File: src/rtl/multdiv_seq.sv
// Multicycle signed multiply/divide sequencer: Booth radix-2 multiply and
// restoring divide on magnitudes, one addition per cycle on a shared adder.
module multdiv_seq #(
  parameter int WIDTH = 32
) (
  input  logic             clock,
  input  logic             reset_n,
  input  logic             ctrl_MULT,
  input  logic             ctrl_DIV,
  input  logic [WIDTH-1:0] data_operandA,
  input  logic [WIDTH-1:0] data_operandB,
  input  logic [WIDTH-1:0] add_sum,
  input  logic             add_cout,
  output logic [WIDTH-1:0] add_a,
  output logic [WIDTH-1:0] add_b,
  output logic             add_cin,
  output logic [WIDTH-1:0] data_result,
  output logic             data_exception,
  output logic             data_resultRDY,
  output logic             busy
);

  localparam int CW = $clog2(WIDTH) + 1;
  localparam logic [WIDTH-1:0] MIN = {1'b1, {(WIDTH-1){1'b0}}};

  typedef enum logic [2:0] {
    IDLE, MUL_IT, DIV_ABSA, DIV_ABSB, DIV_IT, DIV_SGN, DONE
  } state_t;

  state_t state, nxt;

  logic [WIDTH-1:0] a_reg, b_reg, hi, lo;
  logic [WIDTH-1:0] r_sh, mul_hi, mul_lo;
  logic [CW-1:0]    cnt;
  logic             qm1, neg, ovf;
  logic             start, last, b_zero;

  assign start  = ctrl_MULT | ctrl_DIV;
  assign last   = cnt == CW'(WIDTH - 1);
  assign b_zero = data_operandB == '0;

  // hi doubles as partial remainder, lo as quotient during divide
  assign r_sh   = {hi[WIDTH-2:0], lo[WIDTH-1]};
  assign mul_hi = {add_sum[WIDTH-1], add_sum[WIDTH-1:1]};
  assign mul_lo = {add_sum[0], lo[WIDTH-1:1]};

  assign data_resultRDY = state == DONE;
  assign busy           = state != IDLE;

  always_ff @(posedge clock or negedge reset_n) begin
    if (!reset_n) state <= IDLE;
    else          state <= nxt;
  end

  always_comb begin
    nxt = state;
    case (state)
      IDLE:     nxt = IDLE;
      MUL_IT:   if (last) nxt = DONE;
      DIV_ABSA: nxt = DIV_ABSB;
      DIV_ABSB: nxt = DIV_IT;
      DIV_IT:   if (last) nxt = DIV_SGN;
      DIV_SGN:  nxt = DONE;
      DONE:     nxt = IDLE;
      default:  nxt = IDLE;
    endcase
    if (ctrl_MULT)     nxt = MUL_IT;
    else if (ctrl_DIV) nxt = b_zero ? DONE : DIV_ABSA;
  end

  always_comb begin
    add_a   = '0;
    add_b   = '0;
    add_cin = 1'b0;
    case (state)
      MUL_IT: begin
        add_a = hi;
        unique case (1'b1)
          (!lo[0] && qm1): add_b = a_reg;
          (lo[0] && !qm1): begin
            add_b   = ~a_reg;
            add_cin = 1'b1;
          end
          default: add_b = '0;
        endcase
      end
      DIV_ABSA: begin
        add_a   = a_reg[WIDTH-1] ? ~a_reg : a_reg;
        add_cin = a_reg[WIDTH-1];
      end
      DIV_ABSB: begin
        add_a   = b_reg[WIDTH-1] ? ~b_reg : b_reg;
        add_cin = b_reg[WIDTH-1];
      end
      DIV_IT: begin
        add_a   = r_sh;
        add_b   = ~b_reg;
        add_cin = 1'b1;
      end
      DIV_SGN: begin
        add_a   = neg ? ~lo : lo;
        add_cin = neg;
      end
      default: ;
    endcase
  end

  always_ff @(posedge clock or negedge reset_n) begin
    if (!reset_n) begin
      a_reg          <= '0;
      b_reg          <= '0;
      hi             <= '0;
      lo             <= '0;
      qm1            <= 1'b0;
      cnt            <= '0;
      neg            <= 1'b0;
      ovf            <= 1'b0;
      data_result    <= '0;
      data_exception <= 1'b0;
    end else if (start) begin
      a_reg          <= data_operandA;
      b_reg          <= data_operandB;
      hi             <= '0;
      lo             <= data_operandB;
      qm1            <= 1'b0;
      cnt            <= '0;
      neg            <= data_operandA[WIDTH-1] ^ data_operandB[WIDTH-1];
      ovf            <= (data_operandA == MIN) && (data_operandB == '1);
      data_result    <= '0;
      data_exception <= !ctrl_MULT && b_zero;
    end else begin
      case (state)
        MUL_IT: begin
          hi  <= mul_hi;
          lo  <= mul_lo;
          qm1 <= lo[0];
          if (!last) cnt <= cnt + 1'b1;
          if (last) begin
            data_result    <= mul_lo;
            data_exception <= mul_hi != {WIDTH{mul_lo[WIDTH-1]}};
          end
        end
        DIV_ABSA: lo <= add_sum;
        DIV_ABSB: b_reg <= add_sum;
        DIV_IT: begin
          hi <= add_cout ? add_sum : r_sh;
          lo <= {lo[WIDTH-2:0], add_cout};
          if (!last) cnt <= cnt + 1'b1;
        end
        DIV_SGN: begin
          data_result    <= add_sum;
          data_exception <= ovf;
        end
        default: ;
      endcase
    end
  end

endmodule

File: config.mk
export PLATFORM = sky130hd
export DESIGN_NAME = multdiv_seq
export DESIGN_NICKNAME = d
export VERILOG_FILES = /design/src/rtl/multdiv_seq.sv
export SDC_FILE = /design/constraint.sdc
export NUM_CORES = 1
export LEC_CHECK = 0
export ABC_AREA = 0
export CORE_MARGIN = 2
export CORE_UTILIZATION = 50
export DETAILED_ROUTE_END_ITERATION = 16
export GPL_ROUTABILITY_DRIVEN = 0
export PLACE_DENSITY = 0.77
export SYNTH_ARGS = -nofsm -noshare
export SYNTH_HDL_FRONTEND = slang
export SYNTH_SLANG_ARGS = --single-unit
File: constraint.sdc
create_clock -name clock -period 5.84 [get_ports clock]
set_input_delay 0.876 -clock clock [delete_from_list [all_inputs] [get_ports clock]]
set_output_delay 0.876 -clock clock [all_outputs]
set_load 0.02 [all_outputs]
==> flow_metrics.env <==
export IMPL_initial_core_util_pct=50.6
export IMPL_drt_total_wl_mm=41.2
export IMPL_hold_viol_final=0
export IMPL_fin_crit_ns=4.78
export IMPL_vias=12200
export IMPL_syn_inst=1424
export IMPL_synth_area_um2=11400
export IMPL_synth_edf_count=0
export IMPL_grtUsageMet2_pct=49.8
export IMPL_r2r_end="lo[24]$_DFFE_PN0P_"
export IMPL_port_buffers=200
export IMPL_cts_buffer_depth=2
export IMPL_timing_rr_start="state[2]$_DFFE_PN0P_"
export IMPL_rows=55
export IMPL_maxCapViolations=0
export IMPL_path_max_fanout=31
export IMPL_grt_use_met3_pct=7.72
export IMPL_rrSetupSlack_ns=2.88
export IMPL_place_ws_ns=1.70
export IMPL_fin_area_um2=14100
export IMPL_hold_path_class="in -> async"
export IMPL_antenna_found_initial=0
export IMPL_grt_pass1_vias=11300
export IMPL_end_kind="output port"
export IMPL_ctsHoldBuffers=0
export IMPL_num_io_pins=201
export IMPL_drive_above_1_share_pct=4.57
export IMPL_coreArea_um2=22500
export IMPL_ys_seq_area_share_pct=38.0
export IMPL_grt_start_max_net_pins=77
export IMPL_area_delta_synth_final_pct=23.7
export IMPL_crit_type="reg -> out"
export IMPL_vias_per_cell=6.63
export IMPL_p_total_mw=3.78
export IMPL_ys_types=49
export IMPL_grt_overflow=0
export IMPL_arrival_ns=3.90
export IMPL_critPathMaxStageDelay_ns=0.85
export IMPL_async_flop_share_pct=100
export IMPL_firstDrtPassIters=6
export IMPL_grt_busiest_layer="met2"
export IMPL_insertion_delay_ns=0.45
export IMPL_cp_cell_sequence="inv_1, ha_1, inv_1, o211ai_1, o31a_1, o32ai_1, clkdlybuf4s50_1"
export IMPL_cts_root_buf="clkbuf_16"
export IMPL_fin_nets=1644
export IMPL_cts_buffers=17
export IMPL_worstPathRequired_ns=4.96
export IMPL_dp_cells=1807
export IMPL_post_cts_buffers=0
export IMPL_numClockSinks=173
export IMPL_ys_warn_count=0
export IMPL_h_tree_depth=4
export IMPL_fillCellCount=1907
export IMPL_dp_final_hpwl_mm=27.6
export IMPL_post_cts_resized=0
export IMPL_wire_per_inst_um=22.4
export IMPL_clock_skew_ns=0.0113
export IMPL_mostFrequentLayoutCell="nand2_1"
export IMPL_fp_dieW_um=155
export IMPL_fin_tns_setup_ns=0
export IMPL_ys_flop_type="dfrtp_1"
export IMPL_die_y_um=155
export IMPL_finalSetupViolCount=0
export IMPL_tightest_slew_ns=1.25
export IMPL_max_slew_margin_rel_pct=16.5
export IMPL_placedInstanceArea_um2=13400
export IMPL_reg2reg_depth=7
export IMPL_cp_start_kind="flip-flop"
export IMPL_pwr_density_cell_nw_per_um2=268
export IMPL_final_cell_mix="nand2_1 (246), clkdlybuf4s50_1 (198), dfrtp_1 (171), nor2_1 (135), a21oi_1 (111)"
export IMPL_drt_iter0_markers=1667
export IMPL_met1_usage_pct=47.8
export IMPL_grt_use_total_pct=34.0
export IMPL_antenna_left=0
export IMPL_antenna_cells=0
export IMPL_timing_final_crit_share_pct=81.8
export IMPL_die_area_um2=24000
export IMPL_ir_drop_mv=0.182
export IMPL_drv_slew=0
export IMPL_drc_errors=0
export IMPL_p_leak_nw=5.67
export IMPL_grt_first_pass_wirelength_mm=63.9
export IMPL_crit_path_top_delay_cell="inv_1"
export IMPL_outcome="finished clean"
export IMPL_synth_seq_cells=173
export IMPL_fin_ws_ns=1.06
export IMPL_path_common_cell="inv_1"
export IMPL_syn_area_per_cell_um2=7.99
export IMPL_fmax_mhz=209
export IMPL_synthesis_nets=1527
export IMPL_cts_tree="yes"
export IMPL_rsz0062_at_grt="no"
export IMPL_clkSlewWorstSetupHoldPaths_ns=0.07
export IMPL_finalNonFillerCells=1839
logic make-up after synthesis:
logic type | count (synthesis) | share of synthesized area (%)
compound gates | 464 | 25.4
xor+xnor | 96 | 7.39
fa+ha+maj | 2 | 0.220
buf+inv | 130 | 4.78
flops | 173 | 38.0
mux | 67 | 5.91
simple gates | 492 | 18.3
metal layers:
| metal | wire, um | up-vias |
|---|---|---|
| met5 | 0 | - |
| met4 | 2010 | 0 |
| met3 | 5350 | 152 |
| met2 | 18000 | 919 |
| met1 | 15900 | 5731 |
| li1 | - | 5391 |
where the power goes:
part / leakage, nW / total (mW) / switching, mW / internal (mW)
sequential: 2.16 / 1.47 / 0.181 / 1.29
clock: 0.314 / 1.30 / 0.528 / 0.776
combinational: 3.19 / 1.01 / 0.580 / 0.427
critical path, delay by kind of cell (launching register included):
kind,cells,cell delay (ns)
AOI/OAI and AO/OA,3,0.59
adders and majority gates,1,0.40
DFF,1,0.63
buffers and inverters,3,1.83
worst max-delay path by stage:
stage / from / to / slack (ns) / depth (start not counted)
2_1_floorplan: state[2]$_DFFE_PN0P_ / add_a[12] / 2.98 / 8
3_3_place_gp: state[2]$_DFFE_PN0P_ / add_a[8] / 1.82 / 6
3_5_place_dp: state[2]$_DFFE_PN0P_ / add_a[8] / 1.70 / 6
4_1_cts: state[2]$_DFFE_PN0P_ / add_a[8] / 1.24 / 6
5_1_grt: state[2]$_DFFE_PN0P_ / add_cin / 0.90 / 7
6_report: state[2]$_DFFE_PN0P_ / add_cin / 1.06 / 7
cells in the mapped netlist, drive strengths merged, types with 35 or more instances:
master	count	area share, %
o21ai	123	5.4
mux2i	65	5.7
xnor2	63	4.8
o22ai	63	3.5
nor3	43	1.9
a21oi	112	4.9
clkbuf	74	2.4
buf	50	2.1
nand2	247	8.1
nor2	137	4.5
dfrtp	173	38
a31oi	35	1.9
final cells by class:
type	instances	area [um2]	area share, %
clock buffers	19	443	3.15
inverters	6	22.5	0.160
repair buffers	222	2160	15.4
clock inverters	13	214	1.52
well taps	285	357	2.53
flip-flops and latches	173	4330	30.8
multi-input cells	1121	6550	46.5
stage by stage:
step                      util [%]  hold slack (ns)
after global routing          62.6            0.527
after global placement        59.7            0.481
after detailed placement      59.7            0.510
after CTS                     62.6            0.507
final                         62.6            0.467
after floorplan                  -            0.450
(Power assumes the default switching activity.)
==> patch, RTL diff (same settings) <==
Re-encode `state_t` (7 states) as one-hot, 7 bits wide.
--- a/src/rtl/multdiv_seq.sv
+++ b/src/rtl/multdiv_seq.sv
@@ -25,4 +25,4 @@
 
-  typedef enum logic [2:0] {
-    IDLE, MUL_IT, DIV_ABSA, DIV_ABSB, DIV_IT, DIV_SGN, DONE
+  typedef enum logic [6:0] {
+    IDLE = 7'b0000001, MUL_IT = 7'b0000010, DIV_ABSA = 7'b0000100, DIV_ABSB = 7'b0001000, DIV_IT = 7'b0010000, DIV_SGN = 7'b0100000, DONE = 7'b1000000
   } state_t;
Behaviour: no difference found for any inputs over 4 cycles, from zero or initial values and one cycle with reset_n low; so few cycles prove little.
==> patch against the unedited design <==
  * Cell area shrank 0.58%
  * Final cell count fell by 3.0%
  * Sequential share of layout area increased by 0.91 points
  * Area after synthesis is 0.13% lower
  * Sequential cell count rose by 4
  * Critical path type unchanged
  * Die area shrank 0.13%
  * Total power down 13%
  * Routed wire length grew 0.68%
  * Setup slack improved by 0.12 ns
  * Worst hold slack got worse by 0.038 ns
==> patch: results (changes against the unedited design) <==
Clocking
  • H-Tree Depth: 4 (unchanged)
  • CTS root buffer: clkbuf_16 (unchanged)
  • CTS max path bufs: 2 (unchanged)
  • Clock Pin Slew Worst Setup and Hold Paths: 0.07 ns (about the same)
  • Clk_lat worst skew: 0.44 ns
  • Post CTS Setup Buffer Count: 0 (unchanged)
  • Resized cells post-CTS: 0 (unchanged)
  • CTS buffer count: 17 (unchanged)

Yosys
  • Synth warn: 0 (unchanged)
  • Asr flop ratio synth: 100% (unchanged)
  • Sequential fraction of the synthesis area: 39.0% (was 38.0%)
  • Synth Flop Type: dfrtp_1 (unchanged)
  • Synthesized net count: 1478 (was 1527)
  • Synth top cells by count: nand2_1 (328), dfrtp_1 (176), nor2_1 (113) (was nand2_1 (247), dfrtp_1 (173), nor2_1 (136))
  • Yosys cell types: 49 (unchanged)
  • Largest cells by area after synthesis: dfrtp_1 (39%), nand2_1 (11%), xor2_1 (7.5%), a311oi_1 (4.9%), a22oi_1 (4.1%) (was dfrtp_1 (38%), nand2_1 (8.1%), mux2i_1 (5.7%), a21oi_1 (4.9%), xnor2_1 (4.8%))

Worst setup path
  • Worst flop-to-flop path startpoint: state[0]$_DFFE_PN1P_ (was state[2]$_DFFE_PN0P_)
  • Highest net fanout along the worst path: 34 (was 31)
  • CP delay by family, top: simple AND/OR/NAND/NOR gates (was buffers and inverters)
  • R2R Path End: lo[31]$_DFFE_PN0P_ (was lo[24]$_DFFE_PN0P_)
  • Reg2Reg Setup Slack: 2.46 ns (was 2.88 ns)
  • Worst path max stage delay: 0.72 ns (was 0.85 ns)
  • CP arrival: 3.78 ns (was 3.90 ns)
  • Slowest CP cell: nor2_4 (was inv_1)
  • R2R cell count: 7 (unchanged)

GRT
  • Tot GR Track Use: 34.4% (was 34.0%)
  • Vias in the first global route: 11.3k (about the same)
  • First-pass GRT wire length: 64.6 mm (was 63.9 mm)
  • Total gr overflow: 0 (unchanged)
  • Initial antenna violation count: 0 (unchanged)
  • Largest net degree at the start of global routing: 93 (was 77)

STA
  • Slew @ Worst Pin: 1.19 ns (was 1.25 ns)
  • Pins over their slew limit: 0 (unchanged)
  • Clk_skew: 0.0132 ns (was 0.0113 ns)

Final layout
  • Count of nets after finishing: 1588 (was 1644)
  • Fraction of layout cells with a size suffix above 1: 7.27% (was 4.57%)
  • Number of fill cells in the layout: 1917 (was 1907)
  • Ant. Diodes: 0 (unchanged)

Pwr
  • Peak supply drop: 0.148 mV (was 0.182 mV)
  • Leakage power: 0.00576 uW (was 0.00567 uW)

Status
  • Status: completed (unchanged)

Route
  • Antenna Nets Post-Route: 0 (unchanged)
  • Vias per inst: 6.72 (was 6.63)
  • DRT iter0 DRCs: 1857 (was 1667)
  • Drt first pass iters: 7 (was 6)
  • Routed WL: 41.5 mm (was 41.2 mm)

Min path
  • Hold WC Path Type: primary input to async pin (unchanged)

Place
  • Placed inst area: 13400 um^2 (about the same)
  • HPWL after detailed placement: 26.8 mm (was 27.6 mm)
  • Pre-CTS WS: 1.69 ns (was 1.70 ns)
  • IO Port Bufs: 200 (unchanged)
patch: cell count changes after synthesis, moves of 30 or more:
cell      delta
nand2_1     +81
xor2_1      +64
a21oi_1     -45
a22oi_1     +60
mux2i_1     -62
a222oi_1    +30
a22o_1      -30
xnor2_1     -59
o21ai_0    -101
nor2b_1     +32
a311oi_1    +63
patch: logic make-up (layout without fill, tap and decap cells):
kind of cell    Yosys count  after routing  synth area share, %
flops                   177            177                 39.0
simple gates            563            563                 21.3
fa+ha+maj                 1              1                0.110
compound gates          397            397                 26.7
buf+inv                 134            257                 4.83
mux                       3              3                0.264
xor+xnor                101            101                 7.78
patch: routing by layer:
layer / up-vias / share of wire, % / GRT usage, %
li1: 5246 / - / -
met1: 5785 / 40 / 48.9
met2: 833 / 45 / 51.9
met3: 128 / 12 / 6.98
met4: 0 / 3.3 / 13.3
met5: - / 0 / 0
patch: metrics by stage:
stage,util [%],std cells,hold slack [ns]
5_1_grt,62.2,1784,0.493
3_3_place_gp,59.6,1752,0.514
3_5_place_dp,59.6,1752,0.522
4_1_cts,62.2,1784,0.465
2_1_floorplan,-,1376,0.475
6_report,62.2,1784,0.429
patch: power breakdown:
| part | total, uW | internal [uW] | switching [uW] |
|---|---|---|---|
| clock | 1150 | 638 | 512 |
| sequential | 1460 | 1300 | 155 |
| combinational | 697 | 293 | 405 |
| total | 3300 | 2230 | 1070 |
patch: how the worst max path moves through the flow:
stage                         startpoint        to  slack [ns]
finish              state[3]$_DFFE_PN0P_   add_cin        1.19
global route        state[3]$_DFFE_PN0P_   add_cin        1.08
CTS                 state[6]$_DFFE_PN0P_   add_cin        1.21
detailed placement  state[6]$_DFFE_PN0P_   add_cin        1.69
global placement    state[6]$_DFFE_PN0P_   add_cin        1.74
floorplan           state[6]$_DFFE_PN0P_  add_b[0]        2.91
patch: cell type report:
class	instances	area (um^2)	area share, %
repair buffers	223	2180	15.6
multi-input cells	1065	6440	46.0
well taps	285	357	2.55
clock buffers	18	439	3.14
flip-flops and latches	177	4430	31.7
clock inverters	14	139	0.992
inverters	2	7.51	0.0536
